<file path="src/rtl/timer_pkg.sv">
// Shared register map, CFG bit positions and channel state type for the multi-channel timer.
package timer_pkg;

   localparam int unsigned MAX_CH = 8;

   localparam logic [7:0] OFS_PRESCALE  = 8'h00;
   localparam logic [7:0] OFS_STATUS    = 8'h04;
   localparam logic [7:0] OFS_IRQ_EN    = 8'h08;
   localparam logic [7:0] OFS_CH_BASE   = 8'h10;
   localparam logic [7:0] OFS_CH_STRIDE = 8'h10;

   localparam logic [3:0] OFS_CFG    = 4'h0;
   localparam logic [3:0] OFS_RELOAD = 4'h4;
   localparam logic [3:0] OFS_COUNT  = 4'h8;
   localparam logic [3:0] OFS_CMD    = 4'hC;

   localparam int unsigned CFG_EN       = 0;
   localparam int unsigned CFG_PERIODIC = 1;
   localparam int unsigned CFG_USE_PRE  = 2;
   localparam int unsigned CFG_W        = 3;

   typedef enum logic {
      CH_IDLE = 1'b0,
      CH_RUN  = 1'b1
   } ch_state_e;

   // Byte offset of channel ch's register block.
   function automatic logic [7:0] ch_base(input int unsigned ch);
      return OFS_CH_BASE + 8'(ch) * OFS_CH_STRIDE;
   endfunction

endpackage

</file>
<file path="src/rtl/timer_channel.sv">
// One down-counting timer channel: CFG/RELOAD/COUNT registers and the IDLE/RUN control.
module timer_channel
   import timer_pkg::*;
#(
   parameter int unsigned WIDTH      = 32,
   parameter int unsigned RELOAD_RST = 50
) (
   input  logic             clk,
   input  logic             rst,
   input  logic             cfg_we,
   input  logic             reload_we,
   input  logic             cmd_we,
   input  logic [WIDTH-1:0] wdata,
   input  logic             pre_tick,
   output logic [CFG_W-1:0] cfg,
   output logic [WIDTH-1:0] reload,
   output logic [WIDTH-1:0] count,
   output logic             timeout_c
);

   ch_state_e        state_q, state_d;
   logic             periodic_q, periodic_d;
   logic             use_pre_q, use_pre_d;
   logic [WIDTH-1:0] reload_q, reload_d;
   logic [WIDTH-1:0] count_q, count_d;
   logic             tick;
   logic             cmd_load;

   // State register with synchronous reset.
   always_ff @(posedge clk) begin
      if (rst) begin
         state_q    <= CH_IDLE;
         periodic_q <= 1'b0;
         use_pre_q  <= 1'b0;
         reload_q   <= WIDTH'(RELOAD_RST);
         count_q    <= '0;
      end else begin
         state_q    <= state_d;
         periodic_q <= periodic_d;
         use_pre_q  <= use_pre_d;
         reload_q   <= reload_d;
         count_q    <= count_d;
      end
   end

   // Next state: tick/timeout first, then software CFG write, then forced load wins on COUNT.
   always_comb begin
      state_d    = state_q;
      periodic_d = periodic_q;
      use_pre_d  = use_pre_q;
      reload_d   = reload_q;
      count_d    = count_q;
      timeout_c  = 1'b0;
      tick       = (state_q == CH_RUN) && (use_pre_q ? pre_tick : 1'b1);
      cmd_load   = cmd_we && wdata[0];

      if (tick && !cmd_load) begin
         if (count_q == '0) begin
            timeout_c = 1'b1;
            if (periodic_q) begin
               count_d = reload_q;
            end else begin
               state_d = CH_IDLE;
            end
         end else begin
            count_d = count_q - WIDTH'(1);
         end
      end

      if (cfg_we) begin
         periodic_d = wdata[CFG_PERIODIC];
         use_pre_d  = wdata[CFG_USE_PRE];
         if (wdata[CFG_EN]) begin
            state_d = CH_RUN;
            if (state_q == CH_IDLE) begin
               count_d = reload_q;
            end
         end else begin
            state_d = CH_IDLE;
         end
      end

      if (cmd_load) begin
         count_d = reload_q;
      end

      if (reload_we) begin
         reload_d = wdata;
      end
   end

   assign cfg    = {use_pre_q, periodic_q, (state_q == CH_RUN)};
   assign reload = reload_q;
   assign count  = count_q;

endmodule

</file>
<file path="src/rtl/multi_timer_ip.sv">
// Multi-channel bus timer: register decode, shared prescaler, STATUS/IRQ_EN and read mux.
module multi_timer_ip
   import timer_pkg::*;
#(
   parameter int unsigned NUM_CH     = 4,
   parameter int unsigned WIDTH      = 32,
   parameter int unsigned PRE_W      = 16,
   parameter int unsigned RELOAD_RST = 50
) (
   input  logic              sys_clk,
   input  logic              rst,
   input  logic              bus_sel,
   input  logic              bus_wr,
   input  logic [31:0]       bus_addr,
   input  logic [31:0]       bus_wdata,
   output logic [31:0]       bus_rdata,
   output logic              timer_irq,
   output logic [NUM_CH-1:0] ch_pulse
);

   logic [PRE_W-1:0]  prescale_q, prescale_d;
   logic [PRE_W-1:0]  pre_cnt_q, pre_cnt_d;
   logic [NUM_CH-1:0] status_q, status_d;
   logic [NUM_CH-1:0] irq_en_q, irq_en_d;
   logic [NUM_CH-1:0] ch_pulse_q, ch_pulse_d;
   logic              timer_irq_q, timer_irq_d;

   logic [7:0]        addr8;
   logic [3:0]        ofs;
   logic              wr_en;
   logic              pre_we, status_we, irq_en_we;
   logic              pre_tick_c;
   logic [7:0]        base;
   logic [NUM_CH-1:0] ch_sel;
   logic [NUM_CH-1:0] cfg_we, reload_we, cmd_we;
   logic [NUM_CH-1:0] timeout_vec;
   logic [NUM_CH-1:0][CFG_W-1:0] cfg_vec;
   logic [NUM_CH-1:0][WIDTH-1:0] reload_vec;
   logic [NUM_CH-1:0][WIDTH-1:0] count_vec;
   logic              unused_bus;

   assign addr8      = bus_addr[7:0];
   assign ofs        = addr8[3:0];
   assign wr_en      = bus_sel && bus_wr;
   assign pre_we     = wr_en && (addr8 == OFS_PRESCALE);
   assign status_we  = wr_en && (addr8 == OFS_STATUS);
   assign irq_en_we  = wr_en && (addr8 == OFS_IRQ_EN);
   assign unused_bus = ^{bus_addr[31:8], bus_wdata};

   // Channel slot decode from the upper address nibble.
   always_comb begin
      ch_sel = '0;
      base   = '0;
      for (int unsigned i = 0; i < MAX_CH; i++) begin
         if (i < NUM_CH) begin
            base = ch_base(i);
            if (addr8[7:4] == base[7:4]) begin
               ch_sel[i] = 1'b1;
            end
         end
      end
   end

   assign cfg_we    = ch_sel & {NUM_CH{wr_en && (ofs == OFS_CFG)}};
   assign reload_we = ch_sel & {NUM_CH{wr_en && (ofs == OFS_RELOAD)}};
   assign cmd_we    = ch_sel & {NUM_CH{wr_en && (ofs == OFS_CMD)}};

   for (genvar g = 0; g < NUM_CH; g++) begin : g_ch
      timer_channel #(
         .WIDTH      (WIDTH),
         .RELOAD_RST (RELOAD_RST)
      ) u_ch (
         .clk       (sys_clk),
         .rst       (rst),
         .cfg_we    (cfg_we[g]),
         .reload_we (reload_we[g]),
         .cmd_we    (cmd_we[g]),
         .wdata     (bus_wdata[WIDTH-1:0]),
         .pre_tick  (pre_tick_c),
         .cfg       (cfg_vec[g]),
         .reload    (reload_vec[g]),
         .count     (count_vec[g]),
         .timeout_c (timeout_vec[g])
      );
   end

   // Global registers and prescaler next-state.
   always_comb begin
      prescale_d  = prescale_q;
      irq_en_d    = irq_en_q;
      pre_tick_c  = (pre_cnt_q == prescale_q);
      pre_cnt_d   = pre_cnt_q + PRE_W'(1);
      if (pre_tick_c || pre_we) begin
         pre_cnt_d = '0;
      end
      if (pre_we) begin
         prescale_d = bus_wdata[PRE_W-1:0];
      end
      if (irq_en_we) begin
         irq_en_d = bus_wdata[NUM_CH-1:0];
      end
      // A hardware timeout on the same bit as a W1C keeps the bit set.
      status_d    = status_q | timeout_vec;
      if (status_we) begin
         status_d = (status_q & ~bus_wdata[NUM_CH-1:0]) | timeout_vec;
      end
      ch_pulse_d  = timeout_vec;
      timer_irq_d = |(status_q & irq_en_q);
   end

   // Global register file with synchronous reset.
   always_ff @(posedge sys_clk) begin
      if (rst) begin
         prescale_q  <= '0;
         pre_cnt_q   <= '0;
         status_q    <= '0;
         irq_en_q    <= '0;
         ch_pulse_q  <= '0;
         timer_irq_q <= 1'b0;
      end else begin
         prescale_q  <= prescale_d;
         pre_cnt_q   <= pre_cnt_d;
         status_q    <= status_d;
         irq_en_q    <= irq_en_d;
         ch_pulse_q  <= ch_pulse_d;
         timer_irq_q <= timer_irq_d;
      end
   end

   // Combinational read mux; unmapped, absent channels and CMD read as zero.
   always_comb begin
      bus_rdata = '0;
      if (addr8 == OFS_PRESCALE) begin
         bus_rdata = 32'(prescale_q);
      end else if (addr8 == OFS_STATUS) begin
         bus_rdata = 32'(status_q);
      end else if (addr8 == OFS_IRQ_EN) begin
         bus_rdata = 32'(irq_en_q);
      end
      for (int unsigned i = 0; i < MAX_CH; i++) begin
         if (i < NUM_CH && ch_sel[i]) begin
            case (ofs)
               OFS_CFG:    bus_rdata = 32'(cfg_vec[i]);
               OFS_RELOAD: bus_rdata = 32'(reload_vec[i]);
               OFS_COUNT:  bus_rdata = 32'(count_vec[i]);
               default:    bus_rdata = '0;
            endcase
         end
      end
   end

   assign timer_irq = timer_irq_q;
   assign ch_pulse  = ch_pulse_q;

endmodule

</file>
<file path="config.mk">
export PLATFORM = sky130hd
export DESIGN_NAME = multi_timer_ip
export DESIGN_NICKNAME = d
export VERILOG_FILES = /design/src/rtl/timer_pkg.sv /design/src/rtl/timer_channel.sv /design/src/rtl/multi_timer_ip.sv
export SDC_FILE = /design/constraint.sdc
export NUM_CORES = 1
export LEC_CHECK = 0
export BUFFER_PORTS_ARGS = -buffer_cell sky130_fd_sc_hd__buf_2
export CORE_MARGIN = 2
export CORE_UTILIZATION = 28
export CTS_CLUSTER_SIZE = 24
export DETAILED_ROUTE_END_ITERATION = 8
export RECOVER_POWER = 50
export SLEW_MARGIN = 20
export SYNTH_ARGS = -nofsm -noshare
export SYNTH_HDL_FRONTEND = slang
export SYNTH_SLANG_ARGS = --single-unit
</file>
<file path="constraint.sdc">
create_clock -name sys_clk -period 8 [get_ports sys_clk]
set_clock_uncertainty 0.2 [all_clocks]
set_input_delay 0 -clock sys_clk [delete_from_list [all_inputs] [get_ports sys_clk]]
set_output_delay 0 -clock sys_clk [all_outputs]
set_load 0.05 [all_outputs]
</file>
* After elaboration in Yosys (flattened, before gate mapping)
Cells that the tools add are included.
Word-level totals: memories 0, bits in latches 0, ROM bits 0, output and inout port bits 37, register bits 313, memory bits (writable) 0
Operators by class: shift-type cells 0, mux-type cells 73, divide/modulo/power cells 0, equal/unequal tests 14, $lt $le $gt $ge 0, $add $sub $neg 5, reduce and logical (&&, ||, !) cells 44, bitwise gates (word level) 8, multipliers 0
Operators by type and width (count):
- $mux 32 | 32
- $pmux 32 s3 | 4
- $logic_not 32->1 | 4
- $sub 32x1->32 const B | 4
- $mux 1 | 33
- $and 4x4->4 | 5
- $logic_and 1x1->1 | 19
- $add 16x1->16 const B | 1
- $eq 16x16->1 | 1
- $mux 16 | 1
- $reduce_bool 2->1 | 8
- $mux 4 | 3
- $reduce_and 3->1 | 4
- $eq 4x2->1 const B | 2
- $eq 4x3->1 const B | 2
- $eq 4x4->1 const B | 2
- $eq 8x3->1 const B | 1
- $eq 8x4->1 const B | 1
- $logic_not 8->1 | 1
- $ne 2x2->1 const B | 4
- $or 4x4->4 | 2
- $eq 4x1->1 const B | 1
- $logic_not 1->1 | 4
- $logic_not 4->1 | 1
- other kinds (4) | 4

* Longest topological paths before layout
Gate-level depths: netlist of run 1.
depth in word-level cells 11, depth in mapped cells 11

* Modules after synthesis
A second synthesis of run 1 with hierarchy kept.
Unflattened totals: cell total of the unflattened synthesis 2568, area total of the unflattened synthesis 21069.0 um^2
By module, submodules not included:
- timer_channel (g_ch[0].u_ch ...) | times used 3, cells each 488, area each 4137.7 um^2
- multi_timer_ip | times used 1, cells each 612, area each 4682.0 um^2
- timer_channel (g_ch[3].u_ch) | times used 1, cells each 492, area each 3973.8 um^2

* Worst setup path before layout of run 1
Ideal clock, no wire load.
path type flip-flop to flip-flop, start point register g_ch[1].u_ch.count_q[0], end point register g_ch[1].u_ch.count_q[18], slack 4.844 ns, data required time 7.726 ns, arrival time 2.882 ns, path buffers 2, cell stages (with the launch flop) 11, cells stage by stage dfxtp_1 clkbuf_1 inv_1 ha_1 or4b_2 or4_1 clkbuf_1 or3_1 or3_1 or3_1 a31oi_1
On the way: cells in the longest elaborated chain, start to end 7
RTL lines:
- start: declaration | RTL line timer_channel.sv:25 | logic [WIDTH-1:0] count_q, count_d;
- start signal: assignment | RTL line timer_channel.sv:42 | count_q <= count_d;
- $sub 32x1->32 / $logic_not 32->1 (equally long branches) | RTL line timer_channel.sv:66, timer_channel.sv:58
- $mux 32 * | RTL line timer_channel.sv:58 | if (count_q == '0) begin
- $mux 32 * | RTL line timer_channel.sv:57 | if (tick && !cmd_load) begin
- $mux 32 | RTL line timer_channel.sv:75 | if (state_q == CH_IDLE) begin
- $mux 32 | RTL line timer_channel.sv:73 | if (wdata[CFG_EN]) begin
- $mux 32 * | RTL line timer_channel.sv:70 | if (cfg_we) begin
- $mux 32 * | RTL line timer_channel.sv:83 | if (cmd_load) begin
Mark *: on every way between the ends. The rest lies on a longest branch, timed or not. A chain may end at the register's enable or synchronous reset.

* Worst setup path after layout of run 1
start point input port rst, end point register g_ch[3].u_ch.reload_q[18]
RTL lines:
- start: declaration | RTL line multi_timer_ip.sv:11 | input logic rst,
- end signal: assignment | RTL line timer_channel.sv:35 | reload_q <= WIDTH'(RELOAD_RST);
- end signal: assignment | RTL line timer_channel.sv:41 | reload_q <= reload_d;
- end: declaration | RTL line timer_channel.sv:24 | logic [WIDTH-1:0] reload_q, reload_d;
No word-level cell between the ends.

==> flow_metrics.tcl, run 1 <==
set metrics [dict create \
    hold_path_startpoint "bus_addr[6]" \
    synth_edf_count 0 \
    reg2reg_setup_slack_ns 3.94 \
    rows 93 \
    drt_iter0_drc 2671 \
    syn_area_mm2 0.0182 \
    start_kind "input port" \
    path_clk_slew_ns 0.06 \
    dr.pass1.iters 6 \
    dp_slack_ns 4.19 \
    coreArea_mm2 0.0643 \
    ant_nets 0 \
    maxCapViolations 1 \
    dieArea_mm2 0.0672 \
    antenna_found_initial 6 \
    ctsResizeCount 0 \
    p_leak_uw 0.00684 \
    cts-root-buf "clkbuf_16" \
    fin_crit_sh 0.651 \
    clock_sink_count 313 \
    start_util 0.283 \
    min_period_ns 5.21 \
    ys_seq_elements 313 \
    drc 0 \
    synth_fp_nets 2583 \
    grt_pass1_vias 17900 \
    h-tree-depth 2 \
    ys_async_sr_fraction 0 \
    tightestPinTransition_ns 4.75 \
    fp.dieW_um 259 \
    ys_seq_area_frac 0.344 \
    crit_type "input port to register" \
    timing_hold_violations_final 0 \
    setup_ws_ns 2.79 \
    ys_types 77 \
    multiInputGateArea_mm2 0.0111 \
    ctsLongestPathBuffers 3 \
    fin_nets 2568 \
    setup_tns_ns 0 \
    grtUsageTotal 0.225 \
    syn_inst 2506 \
    hold_path_end "status_q[3]" \
    synthToLayoutAreaGrowth_pct 14.3 \
    crit_arrival_ns 5.47 \
    final-seq-area_mm2 0.00627 \
    report.final.slew_viol_count 99 \
    hold_depth 7 \
    via_per_inst 5.96 \
    n_fill_cell 6994 \
    clkLatencyLatePin_ns 0.58 \
    place.gp.congestion 0.945 \
    final_layout_size_suffix_gt1_frac 0.0860 \
    fin_total_pwr_uw 3500 \
    min_path_type "input port to register" \
    clock.fmax_mhz 192 \
    worstSetupEndpointType "register" \
    synth.avg_cell_area_um2 7.27 \
    hpwlAfterDp_um 52400 \
    grt_pass1_wl_um 117000 \
    crit_fanout 98 \
    wire_per_inst_um 23.2 \
    slew_headroom -2.17 \
    postLayoutCoreUtil 0.324 \
    whs_ns 0.103 \
    overflow 0 \
    cts_setup_buffers 0 \
    io_buffer_count 80 \
    ios 105 \
    yosys_warnings 0 \
    timing.rr.start "g_ch[0].u_ch.count[7]" \
    cts_buffers 39 \
    worstReg2RegEnd "g_ch[0].u_ch.count[3]" \
    outcome "finished, violations left" \
    die_h_um 259 \
    peakVddDrop_uv 165 \
    violations "capacitance limit, slew limit" \
    setup_viol 0 \
    reg2reg_depth 7 \
    synth_ff_type "dfxtp_1" \
    via_count 20100 \
    drt_wl_total_um 78000 \
    rsz0062_at_grt "no" \
    power_density_mw_per_mm2 168 \
    cts_tree "built" \
    grt_max_degree 136 \
    critPathRequiredTime_ns 8.26 \
]
==> worst max-delay path, cell delays in order <==
cell and delay [ns]:
dlygate4sd3_1 0.52, clkbuf_1 3.29, buf_4 0.93, a21oi_1 0.10, dlygate4sd3_1 0.60
==> cell usage after synthesis, types with 8 or more instances <==
cell type    n  area share
xnor2_1     27       0.013
or4_1       23      0.0095
nor3_1      91       0.025
a211oi_1    36       0.015
buf_1        8      0.0016
ha_1         9      0.0062
o41ai_1     12      0.0058
o22a_1      16      0.0077
and3_1      18      0.0062
a311oi_1    12      0.0058
nor4_1      64       0.022
o211ai_1    15      0.0062
inv_1       19      0.0039
a221oi_1    42       0.020
a21oi_1    271       0.074
xor2_1      14      0.0067
nor3b_1      9      0.0037
buf_2       14      0.0038
dfxtp_1    313        0.34
o22ai_1     39       0.013
a22oi_1    131       0.054
or3_1       46       0.016
nand2_1    452       0.093
nor2_1     213       0.044
o221ai_1    12      0.0058
a211o_1     10      0.0048
nand4_1     18      0.0062
nand3_1     58       0.016
nand3b_1    20      0.0082
o31ai_1     13      0.0054
clkbuf_1   194       0.040
o21ai_0     97       0.027
a31oi_1     37       0.013
mux2i_1     18      0.0099
==> state kept, by name, summed over array words and instances (netlist names) <==
signal,flops
prescale_q,16
irq_en_q,4
status_q,4
g_ch.u_ch.reload,128
g_ch.u_ch.periodic_q,4
pre_cnt_q,16
g_ch.u_ch.count,128
timer_irq,1
ch_pulse,4
g_ch.u_ch.use_pre_q,4
g_ch.u_ch.state_q,4
==> what timing repair did <==
item / CTS / global route
endpoints found under the hold margin: 199 / 0
hold buffers: 42 / 0
setup endpoints to repair: 0 / 0
==> power by group <==
part / internal, uW / leakage, uW / switching (uW)
sequential: 1560 / 0.00252 / 2.49
clock: 973 / 0.000576 / 718
combinational: 63.8 / 0.00374 / 180
total: 2600 / 0.00684 / 901
==> cells in the final DEF (no fill, tap or decap), drive strengths merged, types with 13 or more instances in the layout <==
| master | netlist | routed |
|---|---|---|
| a211oi | 36 | 36 |
| a21oi | 271 | 271 |
| a221oi | 42 | 42 |
| a22oi | 131 | 131 |
| a31oi | 37 | 37 |
| and3 | 18 | 18 |
| buf | 25 | 115 |
| clkbuf | 194 | 62 |
| dfxtp | 313 | 313 |
| dlygate4sd3 | 0 | 42 |
| inv | 19 | 22 |
| mux2i | 18 | 18 |
| nand2 | 452 | 452 |
| nand3 | 58 | 58 |
| nand3b | 20 | 20 |
| nand4 | 18 | 18 |
| nor2 | 213 | 213 |
| nor3 | 95 | 95 |
| nor4 | 67 | 67 |
| o211ai | 15 | 15 |
| o21ai | 101 | 101 |
| o22a | 16 | 16 |
| o22ai | 39 | 39 |
| o31ai | 13 | 13 |
| or3 | 46 | 46 |
| or4 | 26 | 26 |
| xnor2 | 27 | 27 |
| xor2 | 14 | 14 |
==> worst max path at each step <==
| stage | from | to | slack (ns) | cells after the start |
|---|---|---|---|---|
| after global placement | g_ch[0].u_ch.count[7] | g_ch[0].u_ch.count[23] | 4.14 | 8 |
| after global routing | rst | g_ch[3].u_ch.reload[22] | 2.45 | 5 |
| final | rst | g_ch[3].u_ch.reload[18] | 2.79 | 5 |
| after detailed placement | g_ch[0].u_ch.count[7] | g_ch[0].u_ch.count[23] | 4.19 | 8 |
| after CTS | g_ch[0].u_ch.count[7] | g_ch[0].u_ch.count[23] | 4.17 | 8 |
| after floorplan | g_ch[1].u_ch.count[0] | g_ch[1].u_ch.count[18] | 4.84 | 10 |
==> metal layers <==
| layer | routed length (um) | vias to the layer above | global-route usage |
|---|---|---|---|
| met5 | 24 | - | 0 |
| met4 | 4760 | 4 | 0.125 |
| met3 | 8090 | 199 | 0.0500 |
| met2 | 32600 | 1035 | 0.322 |
| met1 | 32500 | 9594 | 0.310 |
| li1 | - | 9247 | - |
==> cell families (layout without fill, tap and decap cells) <==
kind of cell               count (synthesis)  in the layout  share of synthesized area
adders and majority gates                  9              9                    0.00618
DFF                                      313            313                      0.344
and+or+nand+nor                         1058           1058                      0.271
buffers and inverters                    238            243                     0.0510
xor gates and xnor gates                  41             41                     0.0197
muxes                                     19             19                     0.0105
other                                      0              2                          0
AOI/OAI and AO/OA                        828            828                      0.298
==> per-stage QoR <==
step,instance area (um2),instances
6_report,20800,3368
5_1_grt,20800,3366
4_1_cts,20800,3366
3_5_place_dp,19200,3263
3_3_place_gp,19200,3263
2_1_floorplan,18200,2506
==> layout make-up <==
type | count | area share
antenna | 2 | 0.000240
timing repair buffer | 163 | 0.0544
multi-input combinational | 1955 | 0.533
tap | 855 | 0.0514
inverter | 19 | 0.00342
clock buffer | 56 | 0.0543
sequential | 313 | 0.301
clock inverter | 5 | 0.00192
No activity file was read; power rests on OpenSTA's default activity.
==> run 2: changes to the inputs <==
==> constraint.sdc (replaced) <==
create_clock -name sys_clk -period 4.8 [get_ports sys_clk]
set_clock_uncertainty 0.2 [all_clocks]
set_input_delay 0 -clock sys_clk [delete_from_list [all_inputs] [get_ports sys_clk]]
set_output_delay 0 -clock sys_clk [all_outputs]
set_load 0.05 [all_outputs]
==> run 2 against run 1 <==
The run still ends with capacitance limit, slew limit left. Largest cell class unchanged. Final area is 0.73% higher. Clock power up 69%. Sequential power up 67%. Largest power group unchanged. Routed wire length up 0.26%. Critical path type unchanged. Power is 68% higher. Combinational power rose by 70%.
==> flow_metrics.tcl, run 2 (synthesis gave the netlist of run 1 again) <==
set metrics [dict create \
    tightestPinTransition_ns 2.58 \
    rows 93 \
    hpwlAfterDp_um 53300 \
    worstPathCellList "dlygate4sd3_1, clkbuf_2, clkbuf_2, a21oi_1" \
    dieArea_mm2 0.0672 \
    outcome "finished, violations left" \
    worstSetupEndpointType "register" \
    drt_iter0_drc 2808 \
    timing.rr.start "g_ch[2].u_ch.count[22]" \
    crit_arrival_ns 3.83 \
    final_cell_count_no_fill 3384 \
    mostFrequentLayoutCells "452 x nand2_1, 313 x dfxtp_1, 270 x a21oi_1" \
    p_clk_frac 0.486 \
    grt_pass1_wl_um 117000 \
    die_h_um 259 \
    ios 105 \
    rsz0062_at_grt "no" \
    cts_buffers 38 \
    reg2reg_setup_slack_ns 1.16 \
    grt_pass1_vias 18200 \
    start_kind "input port" \
    io_buffer_count 80 \
    report.final.slew_viol_count 177 \
    via_per_inst 5.94 \
    place.gp.congestion 0.943 \
    fin_crit_sh 0.766 \
    slew_headroom -0.719 \
    reg2reg_depth 7 \
    crit_type "input port to register" \
    drc 0 \
    dr.pass1.iters 6 \
    critPathRequiredTime_ns 4.95 \
    wire_per_inst_um 23.1 \
    dp_cells 3275 \
    hold_buffers 44 \
    fp.dieW_um 259 \
    cp_slowest_stage_delay_ns 1.81 \
    drt_wl_total_um 78200 \
    power_density_mw_per_mm2 280 \
    pwr-share-seq 0.444 \
    antenna_found_initial 2 \
    timing_hold_violations_final 0 \
    via_count 20100 \
    ctsResizeCount 0 \
    setup_tns_ns 0 \
    ant_nets 0 \
    clock_sink_count 313 \
    pwr-share-comb 0.071 \
    violations "capacitance limit, slew limit" \
    synthToLayoutAreaGrowth_pct 15.1 \
    hold_path_startpoint "bus_wdata[23]" \
    overflow 0 \
    hold_depth 4 \
    postLayoutCoreUtil 0.326 \
    internal_power_uw 4360 \
    min_period_ns 3.68 \
    switchingPower_uw 1510 \
    slowest_stage "clkbuf_2" \
    coreArea_mm2 0.0643 \
    worstReg2RegEnd "g_ch[2].u_ch.count[31]" \
    final_layout_size_suffix_gt1_frac 0.0894 \
    ctsLongestPathBuffers 3 \
    path_clk_slew_ns 0.06 \
    grt_max_degree 134 \
    hold_path_end "g_ch[2].u_ch.reload[23]" \
    min_path_type "input port to register" \
    peakVddDrop_uv 241 \
    maxCapViolations 4 \
    clock.fmax_mhz 272 \
    grtUsageTotal 0.226 \
    path_common_cell "clkbuf_2" \
    p_leak_uw 0.00692 \
    sw_frac_of_total 0.257 \
    final_common_cell "nand2_1" \
    crit_fanout 109 \
    cts_tree "built" \
    setup_viol 0 \
    h-tree-depth 2 \
    cts-root-buf "clkbuf_16" \
    fin_nets 2581 \
    cts_setup_buffers 0 \
    start_util 0.283 \
    fin_total_pwr_uw 5870 \
    clkLatencyLatePin_ns 0.57 \
]
==> run 2: metal layers <==
metal,vias up,track usage,part of all wire
met2,1074,0.331,0.42
li1,9292,-,-
met3,164,0.0418,0.11
met5,-,0,0
met4,0,0.122,0.057
met1,9557,0.312,0.41
==> run 2: how the worst max path moves through the flow <==
stage	startpoint	end	slack, ns	depth (start not counted)
floorplan	g_ch[1].u_ch.count[0]	g_ch[1].u_ch.count[18]	1.64	10
global placement	g_ch[0].u_ch.count[6]	g_ch[0].u_ch.count[3]	1.23	7
finish	rst	timer_irq	1.12	4
CTS	bus_addr[4]	bus_rdata[5]	1.17	8
global route	g_ch[0].u_ch.count[6]	g_ch[0].u_ch.count[10]	0.88	8
detailed placement	g_ch[0].u_ch.count[6]	g_ch[0].u_ch.count[10]	1.24	8
==> run 2: metrics by stage <==
stage                     hold slack (ns)  worst slack [ns]  area [um2]
after detailed placement            0.172              1.24       19400
final                               0.158              1.12       21000
after floorplan                   -0.0792              1.64       18200
after global placement              0.167              1.23       19400
after global routing                0.159             0.877       21000
after CTS                           0.125              1.17       21000
==> run 2: power by group through the flow <==
stage / registers [uW] / logic, uW / clock network [uW]
after floorplan: 2660 / 209 / 0
after global placement: 2660 / 377 / 0
after detailed placement: 2660 / 376 / 0
after CTS: 2600 / 403 / 2890
after global routing: 2600 / 429 / 2990
final: 2610 / 414 / 2850
==> run 2: layout make-up <==
type,instances,area [um2]
Clock inverter,9,76.3
Multi-Input combinational cell,1955,11100
Fill cell,6898,43400
Tap cell,855,1070
Sequential cell,313,6270
Timing Repair Buffer,177,1270
Inverter,19,71.3
Clock buffer,55,1110
Antenna cell,1,2.50
==> run 2: worst max-delay path: cells and delay by family <==
| family | cells | cell delay, ns |
|---|---|---|
| AO/OA/AOI/OAI | 1 | 0.19 |
| buffers and inverters | 3 | 3.58 |
